$ cat src/rtl/fetch_prefetch_queue_pkg.sv
// ---------------------------------------------------------------------------
// fetch_prefetch_queue_pkg
// Shared definitions for the instruction prefetch queue: the fetch FSM state
// encoding, the pipeline NOP pattern presented when no instruction is ready,
// and the width of one queue entry ({pc, inst}).
// ---------------------------------------------------------------------------
package fetch_prefetch_queue_pkg;

    // Fetch engine states: no request outstanding, waiting for a live
    // request, or waiting out a request whose data must be thrown away.
    typedef enum logic [1:0] {
        PFQ_IDLE = 2'd0,
        PFQ_WAIT = 2'd1,
        PFQ_DROP = 2'd2
    } pfq_state_e;

    // Instruction word the IF stage sees while the queue is empty.
    localparam logic [31:0] PIPE_NOP = 32'h8000_0000;

    // One queue entry holds the word address in the upper half and the
    // instruction in the lower half.
    localparam int PFQ_WIDTH = 64;

endpackage

$ cat src/rtl/fetch_prefetch_queue_fifo.sv
// ---------------------------------------------------------------------------
// pfq_fifo
// Small synchronous FIFO used as the prefetch buffer. Head data is read
// combinationally; a pushed entry becomes visible the cycle after the push.
// Ports:
//   clk, rst         clock and synchronous active-high reset
//   clear            empty the FIFO (wins over push and pop)
//   push, push_data  write one entry at the tail
//   pop              remove the head entry (ignored while empty)
//   head_data        current head entry
//   count            number of occupied entries (0..DEPTH)
// ---------------------------------------------------------------------------
module pfq_fifo #(
    parameter int WIDTH = 64,
    parameter int DEPTH = 4
) (
    input  logic                     clk,
    input  logic                     rst,
    input  logic                     clear,
    input  logic                     push,
    input  logic [WIDTH-1:0]         push_data,
    input  logic                     pop,
    output logic [WIDTH-1:0]         head_data,
    output logic [$clog2(DEPTH):0]   count
);

    localparam int AW = $clog2(DEPTH);
    localparam int CW = AW + 1;
    localparam logic [CW-1:0] FULL_CNT = CW'(DEPTH);

    logic [WIDTH-1:0] mem_q [DEPTH];
    logic [AW-1:0]    wr_ptr_q, wr_ptr_d;
    logic [AW-1:0]    rd_ptr_q, rd_ptr_d;
    logic [CW-1:0]    count_q, count_d;
    logic             do_push;
    logic             do_pop;

    // Pointer and occupancy update. A pop on an empty FIFO is dropped, and a
    // push is refused only when full with no simultaneous pop, so the count
    // never leaves 0..DEPTH. Pointers wrap naturally because DEPTH is 2^AW.
    always_comb begin
        do_pop   = pop && (count_q != '0);
        do_push  = push && ((count_q != FULL_CNT) || do_pop);
        wr_ptr_d = wr_ptr_q;
        rd_ptr_d = rd_ptr_q;
        count_d  = count_q;
        if (clear) begin
            wr_ptr_d = '0;
            rd_ptr_d = '0;
            count_d  = '0;
        end else begin
            if (do_push) wr_ptr_d = wr_ptr_q + 1'b1;
            if (do_pop)  rd_ptr_d = rd_ptr_q + 1'b1;
            case ({do_push, do_pop})
                2'b10:   count_d = count_q + 1'b1;
                2'b01:   count_d = count_q - 1'b1;
                default: count_d = count_q;
            endcase
        end
    end

    // Control registers.
    always_ff @(posedge clk) begin
        if (rst) begin
            wr_ptr_q <= '0;
            rd_ptr_q <= '0;
            count_q  <= '0;
        end else begin
            wr_ptr_q <= wr_ptr_d;
            rd_ptr_q <= rd_ptr_d;
            count_q  <= count_d;
        end
    end

    // Entry storage needs no reset; occupancy decides what is meaningful.
    always_ff @(posedge clk) begin
        if (do_push && !clear) begin
            mem_q[wr_ptr_q] <= push_data;
        end
    end

    assign head_data = mem_q[rd_ptr_q];
    assign count     = count_q;

endmodule

$ cat src/rtl/fetch_prefetch_queue.sv
// ---------------------------------------------------------------------------
// fetch_prefetch_queue
// Fetches instructions from a handshaked instruction memory into a small
// queue and presents the head entry to the IF stage. A redirect flushes the
// queue and any in-flight fetch, then restarts fetching at redirect_pc.
// Ports:
//   clk, rst              clock and synchronous active-high reset
//   redirect, redirect_pc flush and restart fetch at a new word address
//   deq                   IF stage consumes the head entry this cycle
//   mem_req, mem_addr     memory request, held until mem_ack
//   mem_ack, mem_rdata    memory response for the outstanding request
//   inst_valid            head entry valid
//   inst_out              head instruction, PIPE_NOP while empty
//   pc_out, pc4_out       head word address and that address + 1
//   q_count               occupied queue entries
// ---------------------------------------------------------------------------
module fetch_prefetch_queue
    import fetch_prefetch_queue_pkg::*;
#(
    parameter int          DEPTH    = 4,
    parameter logic [31:0] RESET_PC = 32'd0
) (
    input  logic                     clk,
    input  logic                     rst,
    input  logic                     redirect,
    input  logic [31:0]              redirect_pc,
    input  logic                     deq,
    output logic                     mem_req,
    output logic [31:0]              mem_addr,
    input  logic                     mem_ack,
    input  logic [31:0]              mem_rdata,
    output logic                     inst_valid,
    output logic [31:0]              inst_out,
    output logic [31:0]              pc_out,
    output logic [31:0]              pc4_out,
    output logic [$clog2(DEPTH):0]   q_count
);

    localparam int CW = $clog2(DEPTH) + 1;
    localparam logic [CW-1:0] DEPTH_CNT = CW'(DEPTH);

    pfq_state_e     state_q, state_d;
    logic [31:0]    fetch_pc_q, fetch_pc_d;
    logic           mem_req_q, mem_req_d;
    logic [31:0]    mem_addr_q, mem_addr_d;

    logic           fifo_push;
    logic           fifo_pop;
    logic [CW-1:0]  fifo_count;
    logic [PFQ_WIDTH-1:0] fifo_head;

    // Fetch engine next state. Only one request is ever outstanding, and a
    // new one is issued only when a slot is free, so the eventual push can
    // never overflow. A redirect during a request that has not been acked
    // parks the engine in DROP so the stale response is swallowed.
    always_comb begin
        state_d    = state_q;
        fetch_pc_d = fetch_pc_q;
        mem_req_d  = mem_req_q;
        mem_addr_d = mem_addr_q;
        fifo_push  = 1'b0;
        case (state_q)
            PFQ_IDLE: begin
                if (!redirect && (fifo_count < DEPTH_CNT)) begin
                    state_d    = PFQ_WAIT;
                    mem_req_d  = 1'b1;
                    mem_addr_d = fetch_pc_q;
                end
            end
            PFQ_WAIT: begin
                if (mem_ack) begin
                    state_d   = PFQ_IDLE;
                    mem_req_d = 1'b0;
                    if (!redirect) begin
                        fifo_push  = 1'b1;
                        fetch_pc_d = mem_addr_q + 32'd1;
                    end
                end else if (redirect) begin
                    state_d = PFQ_DROP;
                end
            end
            PFQ_DROP: begin
                if (mem_ack) begin
                    state_d   = PFQ_IDLE;
                    mem_req_d = 1'b0;
                end
            end
            default: begin
                state_d   = PFQ_IDLE;
                mem_req_d = 1'b0;
            end
        endcase
        if (redirect) begin
            fetch_pc_d = redirect_pc;
        end
    end

    // Fetch engine registers, including the registered memory handshake.
    always_ff @(posedge clk) begin
        if (rst) begin
            state_q    <= PFQ_IDLE;
            fetch_pc_q <= RESET_PC;
            mem_req_q  <= 1'b0;
            mem_addr_q <= 32'd0;
        end else begin
            state_q    <= state_d;
            fetch_pc_q <= fetch_pc_d;
            mem_req_q  <= mem_req_d;
            mem_addr_q <= mem_addr_d;
        end
    end

    // Redirect flushes the queue; a consume in the same cycle is moot.
    assign fifo_pop = deq && !redirect;

    pfq_fifo #(
        .WIDTH (PFQ_WIDTH),
        .DEPTH (DEPTH)
    ) u_fifo (
        .clk       (clk),
        .rst       (rst),
        .clear     (redirect),
        .push      (fifo_push),
        .push_data ({mem_addr_q, mem_rdata}),
        .pop       (fifo_pop),
        .head_data (fifo_head),
        .count     (fifo_count)
    );

    assign mem_req    = mem_req_q;
    assign mem_addr   = mem_addr_q;
    assign q_count    = fifo_count;
    assign inst_valid = (fifo_count != '0);

    // Stale storage is never exposed: an empty queue shows a NOP at pc 0.
    assign inst_out = inst_valid ? fifo_head[31:0]  : PIPE_NOP;
    assign pc_out   = inst_valid ? fifo_head[63:32] : 32'd0;
    assign pc4_out  = pc_out + 32'd1;

endmodule
$ cat config.mk
export PLATFORM = sky130hd
export DESIGN_NAME = fetch_prefetch_queue
export DESIGN_NICKNAME = d
export VERILOG_FILES = /design/src/rtl/fetch_prefetch_queue_pkg.sv /design/src/rtl/fetch_prefetch_queue_fifo.sv /design/src/rtl/fetch_prefetch_queue.sv
export SDC_FILE = /design/constraint.sdc
export NUM_CORES = 1
export LEC_CHECK = 0
export BUFFER_PORTS_ARGS = -buffer_cell sky130_fd_sc_hd__buf_2
export CORE_MARGIN = 5
export CORE_UTILIZATION = 31
export DETAILED_ROUTE_END_ITERATION = 12
export HOLD_SLACK_MARGIN = 0.05
export SLEW_MARGIN = 20
export SYNTH_ARGS = -nofsm -noshare
export SYNTH_HDL_FRONTEND = slang
export SYNTH_SLANG_ARGS = --single-unit
$ cat constraint.sdc
create_clock -name clk -period 3.1 [get_ports clk]
set_input_delay 0 -clock clk [delete_from_list [all_inputs] [get_ports clk]]
set_output_delay 0 -clock clk [all_outputs]
set_load 0.1 [all_outputs]
==> metrics, run 1 <==
share of cells above drive strength 1=34.63%; CP required=3.10 ns; wire length on met1=17830 µm; crit path kind=reg2out; Worst-Skew Late Latency=0.54 ns; max cap viols=0; DRT iter0 DRCs=853; row cnt=78; Fmax=0.2839 GHz; most frequent cells in the layout=edfxtp_1 (256), buf_2 (170), nand2_1 (143); initial core utilization=31.52%; die height=225.3 µm; Slew headroom=60.60%; Post-Route Hold Slack=0.2059 ns; clk slew on worst S/H paths=0.05 ns; CTS root buffer=clkbuf_16; deepest clock path buffer count=3; setup TNS=-4.778 ns; post-synthesis async set-or-reset flop share=0%; PwrDens=518.6 nW/µm²; WL per Instance=19.00 µm; 1st-pass router iterations=5; die area=50750 µm²; Tmin final=3.523 ns; Worst setup EP type=primary output; post-synthesis cell type count=49; via/cell ratio=4.827; Worst Slack Setup Final=-0.4228 ns; Slew Viols, Final=0; Vias=9822; CTS tree=built; Syn Area/Cell=13.66 µm²; predominant post-synthesis flop cell=edfxtp_1; largest net degree at the start of global routing=51; initial antenna violation count=1; Die X=225.3 µm; sequential fraction of the synthesis area=64.10%; first-pass GRT wire length=59100 µm; routed wl met3=2172 µm; antenna-violating nets left=0; core area=45580 µm²; Final Hold Viols=0; nets@finish=1487; Worst VDD drop=327.2 µV; num ports=202; number of flops mapped to enable cells by yosys=256; drc violations=0; Top Layer Used=met4; Setup violations, final=19; status=finished with violations; Post-Syn Instances=1052; HPWL after detailed placement=25700 µm; most common cell after layout, fill and taps aside=edfxtp_1; CTS sink cnt=332; mapped cell area=14370 µm²; Post-Route WL=38670 µm; worst hold path type=in2reg; Worst Max-Slew Pin Slew=0.5910 ns; Detail Route met2 WL=17780 µm; IO buf count=201; diode count=0; Lkg Pwr=7.163 nW; unrepaired setup endpoints after global routing=true; overall routing resource usage=14.87%; Area Overhead vs Synth=38.70%; htree depth=2; Tcrit/Tclk final=113.6%; worst path arrival time=3.52 ns; clk_skew=0.009474 ns; fillers=4110; crit path launch type=flip-flop; gpl congestion=0.8408; grt total ovfl=0; failing checks=setup timing; Tot Pwr=10.33 mW; post-layout util=43.72%; Num CTS Buffers=38; vias in the first global route=9976; synth warn=0; crit-path max FO=4; number of synthesized register bits=332; Mapped Nets=1131
[power by group]
group / total [mW] / switching [mW] / internal [mW]
Sequential: 4.97 / 0.0870 / 4.88
Clock: 4.26 / 1.77 / 2.49
Combinational: 1.11 / 0.749 / 0.360
Total: 10.3 / 2.60 / 7.73
[critical path, cell delays in order (launching register included)]
cell and delay (ns):
dfxtp_4 0.36, mux4_2 0.41, nand2_8 0.06, clkinvlp_4 0.10, ha_4 0.15, nor2b_4 0.14
o2bb2ai_2 0.12, or3b_4 0.43, or4_4 0.55, nor4_4 0.14, buf_4 0.17, xor2_4 0.17
buf_12 0.19
[timing repair]
action | CTS | global route
hold buffers | 83 | 0
endpoints found under the hold margin | 178 | 0
setup buffers | 17 | 20
endpoints found under the setup margin | 24 | 27
gates cloned | 0 | 2
resized for setup | 24 | 43
pin swaps | 12 | 18
[registers in the layout (all words and copies together), names as in the netlist, named ones only]
| register | flops |
|---|---|
| mem_addr | 32 |
| u_fifo.rd_ptr_q | 2 |
| u_fifo.mem_q | 256 |
| u_fifo.count | 3 |
| u_fifo.wr_ptr_q | 2 |
| state_q | 2 |
| mem_req | 1 |
| fetch_pc_q | 32 |
[layout make-up]
cell class | instances | area [µm²] | area share, %
Multi-Input combinational cell | 635 | 5464 | 27.42
Clock buffer | 53 | 1059 | 5.312
Sequential cell | 332 | 9230 | 46.32
Inverter | 28 | 112.6 | 0.5651
Timing Repair Buffer | 373 | 3186 | 15.99
Clock inverter | 14 | 123.9 | 0.6217
Tap cell | 600 | 750.7 | 3.768
[metrics by stage]
| step | setup slack [ns] | std cells | instance area (µm²) |
|---|---|---|---|
| 4_1_cts | -0.4573 | 2013 | 19510 |
| 3_3_place_gp | 0.01030 | 1847 | 17270 |
| 6_report | -0.4228 | 2035 | 19930 |
| 5_1_grt | -0.5852 | 2035 | 19930 |
| 3_5_place_dp | -0.04245 | 1847 | 17270 |
| 2_1_floorplan | -1.488 | 1052 | 14880 |
[per-layer routing]
metal / up-vias / global-route usage (%)
li1: 4604 / -
met1: 4876 / 21.39
met2: 285 / 23.23
met3: 57 / 2.775
met4: 0 / 4.159
met5: - / 0
[final timing paths]
check                           cells past startpoint            from  slack, ns        endpoint
worst max-delay path                               12       flip-flop      -0.42     pc4_out[20]
worst min-delay path                                4        redirect       0.21  fetch_pc_q[10]
worst max register to register                     10      state_q[1]       0.23   fetch_pc_q[7]
worst min register to register                      2  fetch_pc_q[15]       0.45    mem_addr[15]
[synthesized netlist by cell type (3+ instances only)]
library cell	count	area [µm²]
buf_2	10	50.05
inv_1	28	105.1
nor4_1	3	18.77
a311oi_1	3	26.28
ha_1	9	112.6
a21oi_1	56	280.3
or2_2	3	18.77
o21ai_0	11	55.05
and3_1	7	43.79
mux4_2	69	1554
nand4_1	23	143.9
buf_4	4	30.03
xnor2_1	42	367.9
nor3_1	16	80.08
a211oi_1	10	75.07
buf_1	3	11.26
xor2_1	23	201.4
nor2_1	79	296.5
edfxtp_1	256	7687
a211o_1	5	43.79
nand2_1	145	544.3
and2_1	60	375.4
a21o_1	4	30.03
clkbuf_1	38	142.6
o32ai_1	13	113.9
nor4_2	4	50.05
nand3_1	23	115.1
dfxtp_1	76	1521
nand2b_1	3	18.77
mux2i_1	3	30.03
[cell families (layout without fill, tap and decap cells)]
| kind of cell | count (synthesis) | after routing | synth area share [%] |
|---|---|---|---|
| and+or+nand+nor | 379 | 379 | 12.71 |
| DFF | 332 | 332 | 64.10 |
| AOI/OAI and AO/OA | 107 | 107 | 4.607 |
| buffers and inverters | 85 | 468 | 2.517 |
| muxes | 74 | 74 | 11.18 |
| xor gates and xnor gates | 65 | 65 | 3.963 |
| adders and majority gates | 10 | 10 | 0.9232 |
Power figures use the tool's default switching activity.
==> inputs of run 2 (changes only) <==
- CORE_ASPECT_RATIO: unset -> 0.7
==> metrics, run 2 (synthesis gave the netlist of run 1 again) <==
status=finished with violations (unchanged); failing checks=setup timing (unchanged); deepest clock path buffer count=3 (unchanged); Worst Hold Launch=rst (was redirect); placed cells=1870 (was 1847); initial antenna violation count=1 (unchanged); Worst Max-Slew Pin Slew=0.7540 ns (was 0.5910 ns); post-route cell area=19640 µm² (was 19930 µm²); Post-Route Hold Slack=0.1257 ns (was 0.2059 ns); critical-path cell list=mux4_2 -> nand2_8 -> clkinvlp_4 -> ha_4 -> nor2b_4 -> o2bb2ai_2 -> or3b_4 -> or4_4 -> buf_4 -> nor4_4 -> xnor2_4 -> buf_12 (was mux4_2 -> nand2_8 -> clkinvlp_4 -> ha_4 -> nor2b_4 -> o2bb2ai_2 -> or3b_4 -> or4_4 -> nor4_4 -> buf_4 -> xor2_4 -> buf_12); reg2reg end=fetch_pc_q[31] (was fetch_pc_q[7]); gpl congestion=0.7938 (was 0.8408); Tcrit/Tclk final=115.3% (was 113.6%); nets@finish=1471 (was 1487); PwrDens=512.3 nW/µm² (was 518.6 nW/µm²); dpl cell area=17340 µm² (was 17270 µm²); Hold Path Cell Cnt=3 (was 4); crit-path max FO=4 (unchanged); unrepaired setup endpoints after global routing=true (unchanged); share of cells above drive strength 1=34.77% (was 34.63%); worst hold path type=in2reg (unchanged); worst path arrival time=3.58 ns (was 3.52 ns); Tmin final=3.575 ns (was 3.523 ns); CTS sink cnt=332 (unchanged); IO buf count=201 (unchanged); clk_skew=0.02304 ns (was 0.009474 ns); die height=190.1 µm (was 225.3 µm); most common cell after layout, fill and taps aside=edfxtp_1 (unchanged); crit path launch type=flip-flop (unchanged); Setup WS pre-CTS=-0.03540 ns (was -0.04245 ns); Die X=267.3 µm (was 225.3 µm); Final Hold Viols=0 (unchanged); crit path kind=reg2out (unchanged); max incr delay on CP=0.50 ns (was 0.55 ns); largest net degree at the start of global routing=68 (was 51); CTS root buffer=clkbuf_16 (unchanged); critical-path cell with the highest stage delay=or4_4 (unchanged); Slew Viols, Final=0 (unchanged); Fmax=0.2797 GHz (was 0.2839 GHz); die area=50820 µm² (was 50750 µm²); Slew headroom=49.74% (was 60.60%); most frequent cells in the layout=edfxtp_1 (256), buf_2 (171), nand2_1 (142) (was edfxtp_1 (256), buf_2 (170), nand2_1 (143)); vias in the first global route=9734 (was 9976); grt total ovfl=0 (unchanged); Post-Route WL=40010 µm (was 38670 µm); clk slew on worst S/H paths=0.06 ns (was 0.05 ns); WHS Endpoint=fetch_pc_q[12] (was fetch_pc_q[10]); overall routing resource usage=15.20% (was 14.87%); CTS tree=built (unchanged); register with the most flip-flops=u_fifo.mem_q (unchanged); via/cell ratio=4.877 (was 4.827); initial core utilization=31.12% (was 31.52%); Vias=9910 (was 9822); Area Overhead vs Synth=36.69% (was 38.70%); 1st-pass router iterations=5 (unchanged); fillers=4196 (was 4110); row cnt=66 (was 78); max reg flops=256 (unchanged); Setup violations, final=11 (was 19); HPWL after detailed placement=27160 µm (was 25700 µm); setup TNS=-3.595 ns (was -4.778 ns); num ports=202 (unchanged); Worst setup EP type=primary output (unchanged); WL per Instance=19.69 µm (was 19.00 µm); r2r worst-path depth=8 (was 10); antenna-violating nets left=0 (unchanged); Worst-Skew Late Latency=0.53 ns (was 0.54 ns); CP required=3.10 ns (about the same); core area=46160 µm² (was 45580 µm²); DRT iter0 DRCs=802 (was 853); Worst Slack Setup Final=-0.4755 ns (was -0.4228 ns); Lkg Pwr=7.054 nW (was 7.163 nW); Worst VDD drop=314.9 µV (was 327.2 µV); first-pass GRT wire length=59420 µm (was 59100 µm); htree depth=2 (unchanged); non-filler cells, final=2032 (was 2035); max cap viols=0 (unchanged); Worst R2R Setup Slack=0.37 ns (was 0.23 ns); Num CTS Buffers=35 (was 38); worst reg2reg startpoint=mem_addr[10] (was state_q[1]); drc violations=0 (unchanged)
[run 2: how the worst max path moves through the flow]
stage	to	cells past startpoint	from	slack (ns)
after floorplan	pc4_out[24]	14	u_fifo.count[2]	-1.49
after global placement	pc4_out[28]	11	flip-flop	-0.03
after detailed placement	pc4_out[28]	11	flip-flop	-0.04
after CTS	pc4_out[28]	11	flip-flop	-0.49
after global routing	pc4_out[20]	12	flip-flop	-0.61
final	pc4_out[22]	12	flip-flop	-0.48
[run 2: through the flow]
step	total power, mW	util [%]
after floorplan	5.755	-
after global placement	6.067	37.56
after detailed placement	6.081	37.56
after CTS	10.18	41.67
after global routing	10.46	42.53
final	10.06	42.54
[run 2: worst max-delay path, delay by kind of cell, from the launching register on]
kind / cells / cell delay [ns]
AOI/OAI and AO/OA: 1 / 0.12
xor gates and xnor gates: 1 / 0.17
adders and majority gates: 1 / 0.14
buffers and inverters: 3 / 0.44
DFF: 1 / 0.36
muxes: 1 / 0.41
and+or+nand+nor: 5 / 1.39
[run 2: cell type report]
type	count	area, µm²	share of cell area [%]
Antenna cell	2	5.005	0.02549
Clock buffer	41	919.6	4.683
Clock inverter	22	176.4	0.8984
Inverter	28	112.6	0.5734
Multi-Input combinational cell	635	5413	27.56
Sequential cell	332	9228	46.99
Tap cell	612	765.7	3.899
Timing Repair Buffer	360	3018	15.37
[run 2: where the power goes]
part | switching (mW) | internal, mW
sequential | 0.0801 | 4.88
clock | 1.69 | 2.30
combinational | 0.763 | 0.342
total | 2.54 | 7.52
[run 2: per-layer routing]
metal  vias up  track usage, %  routed length (µm)  share of wire, %
li1       4582               -                   -                 -
met1      4923           23.25               18630                47
met2       338           22.59               17640                44
met3        65           2.961                2953               7.4
met4         2           3.131                 773               1.9
met5         -               0                  13             0.032
[run 2: repair_timing]
item,in CTS,in global routing
gates resized for setup,14,32
pin swaps,6,16
endpoints found under the setup margin,23,26
endpoints found under the hold margin,168,0
buffers inserted,6,20
gates cloned,0,3
hold buffers,69,0
